## config.mk

```make
export PLATFORM = sky130hd
export DESIGN_NAME = mem_write_buffer
export DESIGN_NICKNAME = d
export VERILOG_FILES = /design/src/rtl/mem_wbuf_pkg.sv /design/src/rtl/wbuf_fifo.sv /design/src/rtl/mem_write_buffer.sv
export SDC_FILE = /design/constraint.sdc
export NUM_CORES = 1
export LEC_CHECK = 0
export BUFFER_PORTS_ARGS = -buffer_cell sky130_fd_sc_hd__buf_2
export CORE_AREA = 2 2 188 190
export CTS_CLUSTER_SIZE = 28
export DETAILED_ROUTE_END_ITERATION = 6
export DIE_AREA = 0 0 190 192
export PLACE_DENSITY_LB_ADDON = 0.25
export SKIP_CTS_REPAIR_TIMING = 1
export SLEW_MARGIN = 25
export SYNTH_ARGS = -nofsm -noshare
export SYNTH_HDL_FRONTEND = slang
export SYNTH_SLANG_ARGS = --single-unit
```

## constraint.sdc

```tcl
create_clock -name clock -period 11.1 [get_ports clock]
set_input_delay 2.775 -clock clock [delete_from_list [all_inputs] [get_ports clock]]
set_output_delay 2.775 -clock clock [all_outputs]
set_load 0.01 [all_outputs]
```

## src/rtl/mem_wbuf_pkg.sv

```systemverilog
// Shared types for the MEM-stage write buffer: FSM states, FIFO entry payload, pointer width.
package mem_wbuf_pkg;

    localparam int unsigned WBUF_DEPTH = 4;
    localparam int unsigned WBUF_AW    = 32;
    localparam int unsigned WBUF_DW    = 32;
    localparam int unsigned PTR_W      = $clog2(WBUF_DEPTH);

    typedef enum logic [1:0] {
        IDLE  = 2'd0,
        DRAIN = 2'd1,
        RD    = 2'd2,
        RDONE = 2'd3
    } wbuf_state_e;

    typedef struct packed {
        logic [WBUF_AW-1:0] addr;
        logic [WBUF_DW-1:0] data;
    } wbuf_entry_t;

    // Word-granular address compare; byte offset bits are ignored.
    function automatic logic word_match(input logic [WBUF_AW-1:0] a, input logic [WBUF_AW-1:0] b);
        return a[WBUF_AW-1:2] == b[WBUF_AW-1:2];
    endfunction

endpackage

```

## src/rtl/wbuf_fifo.sv

```systemverilog
// DEPTH-entry synchronous FIFO of posted stores; also exposes all entries in age order
// (index 0 = oldest) with a valid mask so the top can search for the youngest match.
module wbuf_fifo
    import mem_wbuf_pkg::*;
#(
    parameter int unsigned DEPTH = WBUF_DEPTH
) (
    input  logic                    clock,
    input  logic                    reset,
    input  logic                    push,
    input  wbuf_entry_t             push_entry,
    input  logic                    pop,
    output logic                    full,
    output logic                    empty,
    output wbuf_entry_t             head,
    output wbuf_entry_t [DEPTH-1:0] entries,
    output logic [DEPTH-1:0]        valid
);

    localparam int unsigned PW = $clog2(DEPTH);

    wbuf_entry_t   mem [DEPTH];
    logic [PW:0]   wr_ptr;
    logic [PW:0]   rd_ptr;
    logic [PW:0]   count;

    always_ff @(posedge clock) begin
        if (reset) begin
            wr_ptr <= '0;
            rd_ptr <= '0;
        end else begin
            if (push && !full) begin
                mem[wr_ptr[PW-1:0]] <= push_entry;
                wr_ptr              <= wr_ptr + (PW+1)'(1);
            end
            if (pop && !empty) begin
                rd_ptr <= rd_ptr + (PW+1)'(1);
            end
        end
    end

    assign full  = (wr_ptr[PW] != rd_ptr[PW]) && (wr_ptr[PW-1:0] == rd_ptr[PW-1:0]);
    assign empty = (wr_ptr == rd_ptr);
    assign count = wr_ptr - rd_ptr;
    assign head  = mem[rd_ptr[PW-1:0]];

    // Rotate storage so entries[k] is the k-th oldest occupant.
    always_comb begin
        entries = '0;
        valid   = '0;
        for (int unsigned k = 0; k < DEPTH; k++) begin
            entries[k] = mem[PW'(rd_ptr[PW-1:0] + PW'(k))];
            valid[k]   = ((PW+1)'(k) < count);
        end
    end

endmodule

```

## src/rtl/mem_write_buffer.sv

```systemverilog
// MEM-stage data-memory front end: posts stores into a write buffer drained in the background,
// serves loads via bus reads. Define WBUF_FORWARD_EN to forward loads from buffered stores.
module mem_write_buffer
    import mem_wbuf_pkg::*;
#(
    parameter int unsigned DEPTH = WBUF_DEPTH,
    parameter int unsigned AW    = WBUF_AW,
    parameter int unsigned DW    = WBUF_DW
) (
    input  logic          clock,
    input  logic          reset,
    input  logic          memread,
    input  logic          memwrite,
    input  logic [AW-1:0] addr,
    input  logic [DW-1:0] wdata,
    output logic [DW-1:0] read_data,
    output logic          stall,
    output logic          bus_req,
    output logic          bus_we,
    output logic [AW-1:0] bus_addr,
    output logic [DW-1:0] bus_wdata,
    input  logic          bus_ack,
    input  logic [DW-1:0] bus_rdata
);

    wbuf_state_e             state;
    wbuf_state_e             state_d;
    logic                    bus_req_d;
    logic                    bus_we_d;
    logic [AW-1:0]           bus_addr_d;
    logic [DW-1:0]           bus_wdata_d;
    logic [DW-1:0]           rdata_q;
    logic [DW-1:0]           rdata_d;

    logic                    push;
    logic                    pop;
    logic                    full;
    logic                    empty;
    wbuf_entry_t             head;
    wbuf_entry_t             push_entry;
    wbuf_entry_t [DEPTH-1:0] entries;
    logic [DEPTH-1:0]        valid;

    logic                    fwd_hit;
    logic [DW-1:0]           fwd_data;
    logic                    rd_start;

    // A simultaneous load wins; the store is dropped.
    assign push       = memwrite && !memread && !full;
    assign push_entry = '{addr: WBUF_AW'(addr), data: WBUF_DW'(wdata)};

    wbuf_fifo #(
        .DEPTH (DEPTH)
    ) u_fifo (
        .clock      (clock),
        .reset      (reset),
        .push       (push),
        .push_entry (push_entry),
        .pop        (pop),
        .full       (full),
        .empty      (empty),
        .head       (head),
        .entries    (entries),
        .valid      (valid)
    );

`ifdef WBUF_FORWARD_EN
    // Later (younger) matches override earlier ones.
    always_comb begin
        fwd_hit  = 1'b0;
        fwd_data = '0;
        for (int unsigned k = 0; k < DEPTH; k++) begin
            if (valid[k] && word_match(entries[k].addr, WBUF_AW'(addr))) begin
                fwd_hit  = 1'b1;
                fwd_data = DW'(entries[k].data);
            end
        end
    end

    // A miss cannot alias any queued store, so it may bypass them.
    assign rd_start = memread && !fwd_hit;
`else
    logic unused_fwd_view;

    assign unused_fwd_view = ^{entries, valid};
    assign fwd_hit         = 1'b0;
    assign fwd_data        = '0;
    assign rd_start        = memread && empty;
`endif

    always_ff @(posedge clock) begin
        if (reset) begin
            state <= IDLE;
        end else begin
            state <= state_d;
        end
    end

    always_ff @(posedge clock) begin
        if (reset) begin
            bus_req   <= 1'b0;
            bus_we    <= 1'b0;
            bus_addr  <= '0;
            bus_wdata <= '0;
            rdata_q   <= '0;
        end else begin
            bus_req   <= bus_req_d;
            bus_we    <= bus_we_d;
            bus_addr  <= bus_addr_d;
            bus_wdata <= bus_wdata_d;
            rdata_q   <= rdata_d;
        end
    end

    // Next-state and bus launch; bus fields are loaded on entry to DRAIN/RD and held until ack.
    always_comb begin
        state_d     = state;
        bus_req_d   = bus_req;
        bus_we_d    = bus_we;
        bus_addr_d  = bus_addr;
        bus_wdata_d = bus_wdata;
        rdata_d     = rdata_q;
        pop         = 1'b0;
        case (state)
            IDLE: begin
                if (rd_start) begin
                    state_d    = RD;
                    bus_req_d  = 1'b1;
                    bus_we_d   = 1'b0;
                    bus_addr_d = addr;
                end else if (!empty) begin
                    state_d     = DRAIN;
                    bus_req_d   = 1'b1;
                    bus_we_d    = 1'b1;
                    bus_addr_d  = AW'(head.addr);
                    bus_wdata_d = DW'(head.data);
                end
            end
            DRAIN: begin
                if (bus_ack) begin
                    pop       = 1'b1;
                    bus_req_d = 1'b0;
                    state_d   = IDLE;
                end
            end
            RD: begin
                if (bus_ack) begin
                    rdata_d   = bus_rdata;
                    bus_req_d = 1'b0;
                    state_d   = RDONE;
                end
            end
            RDONE: begin
                state_d = IDLE;
            end
            default: begin
                state_d = IDLE;
            end
        endcase
    end

    // Pipeline freeze and load return; full is registered, so a same-cycle pop cannot unstall a store.
    always_comb begin
        stall     = 1'b0;
        read_data = '0;
        if (!reset) begin
            if (state == RDONE) begin
                read_data = rdata_q;
            end else if (memread) begin
                if (fwd_hit) begin
                    read_data = fwd_data;
                end else begin
                    stall = 1'b1;
                end
            end else if (memwrite) begin
                stall = full;
            end
        end
    end

    a_no_load_store_overlap: assert property (@(posedge clock) disable iff (reset) !(memread && memwrite));

endmodule

```

==> flow_summary_export.csv, run 1 <==
group,metric,value,unit
outcome,status,"finished, final reports clean",
timing,maxSlewHeadroom,35.5,%
global_route,grt_use_met3,4.04,%
timing,tns,0,ns
worst_setup_path,required,8.33,ns
global_route,grt_usage,17.2,%
floorplan,ioPinCount,200,
min_path,min_path_type,"reg -> reg",
floorplan,die_w,190,microns
synthesis,synth_ff_type,"edfxtp_1",
clocking,clockBufferDepth,3,
global_route,grt-ovfl-total,0,
power_and_ir_drop,finalPower,3.34,mW
global_route,grt_use_met2,28.2,%
global_route,grt_pass1_wl,47900,microns
timing,setup_ws,4.43,ns
synthesis,yosysSeqAreaShare,70.5,%
timing,hold_violations,0,
place,dp_hpwl,18300,microns
synthesis,ys_types,40,
synthesis,synth_area,14000,sq um
synthesis,ys_warn_count,0,
place,gp_congestion,0.746,
layout,drive_above_1_share,33.3,%
global_route,grt_pass1_vias,8286,
floorplan,core_region_area,34300,sq um
worst_setup_path,critPathMaxFanout,40,
timing,tightestPinTransition,0.960,ns
clocking,cts.sinks,364,
clocking,cts_tree,"done",
layout,area.growth.synth_to_final,20.5,%
synthesis,synthCells,914,
drt,dr.pass1.iters,5,
timing,fin_skew,0.0124,ns
power_and_ir_drop,peakVddDrop,122,uV
timing,fmax,0.150,GHz
clocking,path_clk_slew,0.06,ns
layout,layout_commonest_cell,"edfxtp_1",
drt,wl_per_cell,19.6,microns
drt,drt_iter0_drc,452,
drt,via_count,8159,
worst_setup_path,path_class,"in -> out",
global_route,grt_max_degree,73,
drt,remaining_drc_errors,0,
synthesis,synth-edff-count,256,
drt,routed_via_density,5.10,
layout,layout_common_cells,"edfxtp_1 (256), buf_2 (198), nand2_1 (160)",
timing,finalSetupViolations,0,
drt,ant_nets,0,
clocking,cts_made_buffers,40,
timing,min_period,6.67,ns
worst_setup_path,end_kind,"output pin",
job,cap_violations,0,
floorplan,rows,68,
place,dp_slack,4.07,ns
timing,finalCritPeriodShare,60.1,%
power_and_ir_drop,p_leak,5.92,nW
worst_setup_path,critPathLaunchType,"input port",
layout,final_nets,1219,
synthesis,syn_nets,1025,
timing,rsz0062_at_grt,"false",
synthesis,ys_ff_latch,364,
synthesis,synth_area_per_cell,15.3,sq um
global_route,use_met1,23.0,%
synthesis,synth-async-reset-ratio,0,%
global_route,antenna_found_initial,8,
global_route,grt_most_used_layer,"met2",
layout,stdcell_area,16800,sq um
worst_setup_path,worstPathArrival,3.90,ns
floorplan,die_area,36500,sq um
timing,finalMaxSlewViolations,0,
floorplan,initial_utilization,40.7,%
clocking,root_buffer,"clkbuf_16",
clocking,clock_latency,0.53,ns
place,port_buffers,199,
floorplan,die_y,192,microns
power_and_ir_drop,power_density,199,nW/um^2
clocking,cts_max_level,2,
place,place_area,15500,sq um
drt,routed_wl,31400,microns
worst paths after layout:
check / start / to / depth (start not counted) / slack, ns
worst max-delay path: reset / read_data[13] / 4 / 4.43
worst min register to register: rdata_q[16] / rdata_q[16] / 2 / 0.45
worst max register to register: u_fifo.wr_ptr[0] / u_fifo.mem[3][60] / 5 / 8.02
worst min-delay path: rdata_q[16] / rdata_q[16] / 2 / 0.45
critical path: stages:
cell and delay, ns:
buf_4 0.25, nor2b_4 0.51, and2_1 0.22, buf_2 0.13
where the power goes:
group | internal [mW] | switching [mW] | total (mW)
Sequential | 1.54 | 0.0487 | 1.58
Combinational | 0.164 | 0.268 | 0.432
Clock | 0.799 | 0.526 | 1.33
synthesized netlist by cell type, types with 12 or more instances:
cell type    n  share of area, %
edfxtp_1   256                55
nand2_1    161               4.3
dfxtp_1    108                15
a21oi_1     68               2.4
mux4_2      64                10
clkbuf_1    39               1.0
nor2_1      39               1.0
and2_1      37               1.7
a31o_2      19               1.2
o31ai_1     18              0.97
a311oi_1    14              0.88
a211oi_1    13              0.70
buf_2       12              0.43
stage by stage:
stage	utilization, %	cells	hold WS, ns
final	49.1	1599	0.449
after global routing	49.1	1595	0.466
after CTS	48.9	1592	0.451
after detailed placement	45.1	1519	0.444
after global placement	44.8	1516	0.440
after floorplan	-	914	0.432
flip-flops by register name (all words and copies together) (netlist names), named ones only:
| register | count |
|---|---|
| u_fifo.mem | 256 |
| bus_addr | 32 |
| bus_wdata | 32 |
| rdata_q | 32 |
| u_fifo.rd_ptr | 3 |
| u_fifo.wr_ptr | 3 |
| state | 2 |
| bus_req | 1 |
| bus_we | 1 |
per-layer routing:
| layer | share of wire (%) | vias to the layer above |
|---|---|---|
| met5 | 0.10 | - |
| met1 | 45 | 4060 |
| met3 | 5.6 | 48 |
| met2 | 48 | 193 |
| li1 | - | 3852 |
| met4 | 1.7 | 6 |
logic make-up (layout without fill, tap and decap cells):
kind of cell,after synthesis,after routing,share of synthesized area (%)
flops,364,364,70.5
simple gates,248,248,7.65
compound gates,151,151,7.55
mux,67,67,10.5
buf+inv,65,290,2.12
fa+ha+maj,10,10,0.896
xor+xnor,9,9,0.726
other cells,0,5,0
area by class of cell:
class | instances | area [sq um]
diodes | 5 | 12.5
clock buffers | 50 | 1060
clock inverters | 23 | 269
fillers | 2987 | 17500
inverters | 5 | 18.8
multi-input cells | 485 | 3880
flip-flops and latches | 364 | 9860
well taps | 455 | 569
repair buffers | 212 | 1170
(Power assumes the default switching activity.)
==> run 2: changes to the inputs <==
- clock period: 11.1 -> 5.9 ns (I/O delays scaled with it)
==> run 2 against run 1 <==
Net effect:
- hold slack about the same
- sequential power up 89%
- sequential cell count unchanged
- clock power up 80%
- worst setup slack worse by 2.6 ns
- global-route usage down 0.13 points
- clock-buffer cell count unchanged
- critical endpoint is now read_data[7]
- largest cell class unchanged
==> flow_summary_export.csv, run 2 (synthesis results as in run 1) <==
group,metric,value,unit
min_path,holdPathEnd,"rdata_q[21]",
drt,remaining_drc_errors,0,
timing,min_period,4.05,ns
floorplan,core_region_area,34300,sq um
worst_setup_path,worstPathArrival,2.58,ns
min_path,min_path_type,"reg -> reg",
worst_setup_path,required,4.43,ns
worst_setup_path,path_cells,"buf_4 > nor2b_4 > and2_1 > buf_2",
global_route,grt_pass1_wl,47700,microns
power_and_ir_drop,p_leak,5.86,nW
place,dp.cells,1520,
clocking,cts_max_level,2,
place,port_buffers,199,
layout,stdcell_area,16700,sq um
floorplan,ioPinCount,200,
min_path,min-delay-start,"rdata_q[21]",
place,dp_hpwl,18300,microns
worst_setup_path,end_kind,"output pin",
timing,tightestPinTransition,0.919,ns
timing,finalMaxSlewViolations,0,
power_and_ir_drop,finalPower,6.18,mW
layout,final_cells,1594,
drt,dr.pass1.iters,4,
global_route,grt-ovfl-total,0,
drt,via_count,8195,
layout,layout_common_cells,"edfxtp_1 (256), buf_2 (198), nand2_1 (160)",
timing,fmax,0.247,GHz
floorplan,die_w,190,microns
floorplan,die_area,36500,sq um
worst_setup_path,reg2reg_depth,5,
worst_setup_path,reg2reg_to,"u_fifo.mem[0][13]",
global_route,grt_usage,17.0,%
layout,regArea,9860,sq um
job,cap_violations,0,
layout,drive_above_1_share,33.0,%
timing,finalCritPeriodShare,68.7,%
clocking,path_clk_slew,0.06,ns
global_route,grt_pass1_vias,8196,
global_route,grt_max_degree,77,
floorplan,die_y,192,microns
worst_setup_path,r2r-start,"u_fifo.wr_ptr[0]",
timing,hold_ws,0.448,ns
global_route,antenna_found_initial,5,
power_and_ir_drop,peakVddDrop,264,uV
layout,area.growth.synth_to_final,19.6,%
timing,rsz0062_at_grt,"false",
floorplan,rows,68,
worst_setup_path,critPathMaxStageDelay,0.50,ns
worst_setup_path,crit_path_top_delay_cell,"nor2b_4",
clocking,cts_made_buffers,38,
worst_setup_path,critPathMaxFanout,36,
place,gp_congestion,0.731,
layout,multiInputGateArea,3870,sq um
timing,tns,0,ns
timing,fin_skew,0.0119,ns
layout,fillers,2999,
floorplan,initial_utilization,40.7,%
drt,drt_iter0_drc,495,
drt,routed_via_density,5.14,
timing,maxSlewHeadroom,38.7,%
place,place_area,15400,sq um
worst_setup_path,cp_top_family,"simple AND/OR/NAND/NOR gates",
layout,utilization,48.7,%
layout,final_nets,1217,
worst_setup_path,path_class,"in -> out",
layout,layout_commonest_cell,"edfxtp_1",
layout,largest_reg_flops,256,
place,dp_slack,1.49,ns
clocking,clock_latency,0.53,ns
timing,setup_ws,1.85,ns
drt,routed_wl,31000,microns
timing,hold_violations,0,
clocking,cts_tree,"done",
drt,wl_per_cell,19.4,microns
clocking,root_buffer,"clkbuf_16",
drt,ant_nets,0,
clocking,clockBufferDepth,3,
outcome,status,"finished, final reports clean",
power_and_ir_drop,power_density,370,nW/um^2
worst_setup_path,crit_buf_inv,2,
min_path,min_path_cells,2,
clocking,cts.sinks,364,
worst_setup_path,r2r_setup_slack,2.75,ns
timing,finalSetupViolations,0,
worst_setup_path,critPathLaunchType,"input port",
-- run 2: final cells by class --
cell class | count | area share [%]
repair buffers | 212 | 6.64
flip-flops and latches | 364 | 59.0
inverters | 5 | 0.112
diodes | 3 | 0.0449
multi-input cells | 485 | 23.2
clock buffers | 50 | 6.27
well taps | 455 | 3.41
clock inverters | 20 | 1.31
-- run 2: worst reg2reg max path, delay by kind of cell (launching register included) --
family	cells	cell delay, ns
buffers and inverters	1	0.48
DFF	1	0.51
AOI/OAI and AO/OA	1	0.27
xor gates and xnor gates	1	0.57
and+or+nand+nor	2	1.00
-- run 2: power by group --
| part | internal (mW) | switching (mW) | leakage, nW |
|---|---|---|---|
| sequential | 2.89 | 0.100 | 3.20 |
| combinational | 0.305 | 0.501 | 2.05 |
| clock | 1.40 | 0.986 | 0.608 |
-- run 2: worst max-delay path by stage --
stage               cells past startpoint  startpoint          endpoint  slack (ns)
floorplan                               5     memread  u_fifo.mem[0][0]        1.79
CTS                                     4       reset     read_data[28]        1.49
global route                            4       reset     read_data[25]        1.71
detailed placement                      4       reset     read_data[28]        1.49
global placement                        4       reset     read_data[26]        1.61
finish                                  4       reset      read_data[7]        1.85
-- run 2: routing by layer --
metal	global-route usage [%]	routed length, microns	vias up
li1	-	-	3838
met1	22.8	13600	4115
met2	28.4	15100	198
met3	3.76	1670	40
met4	4.14	524	4
met5	0	23	-
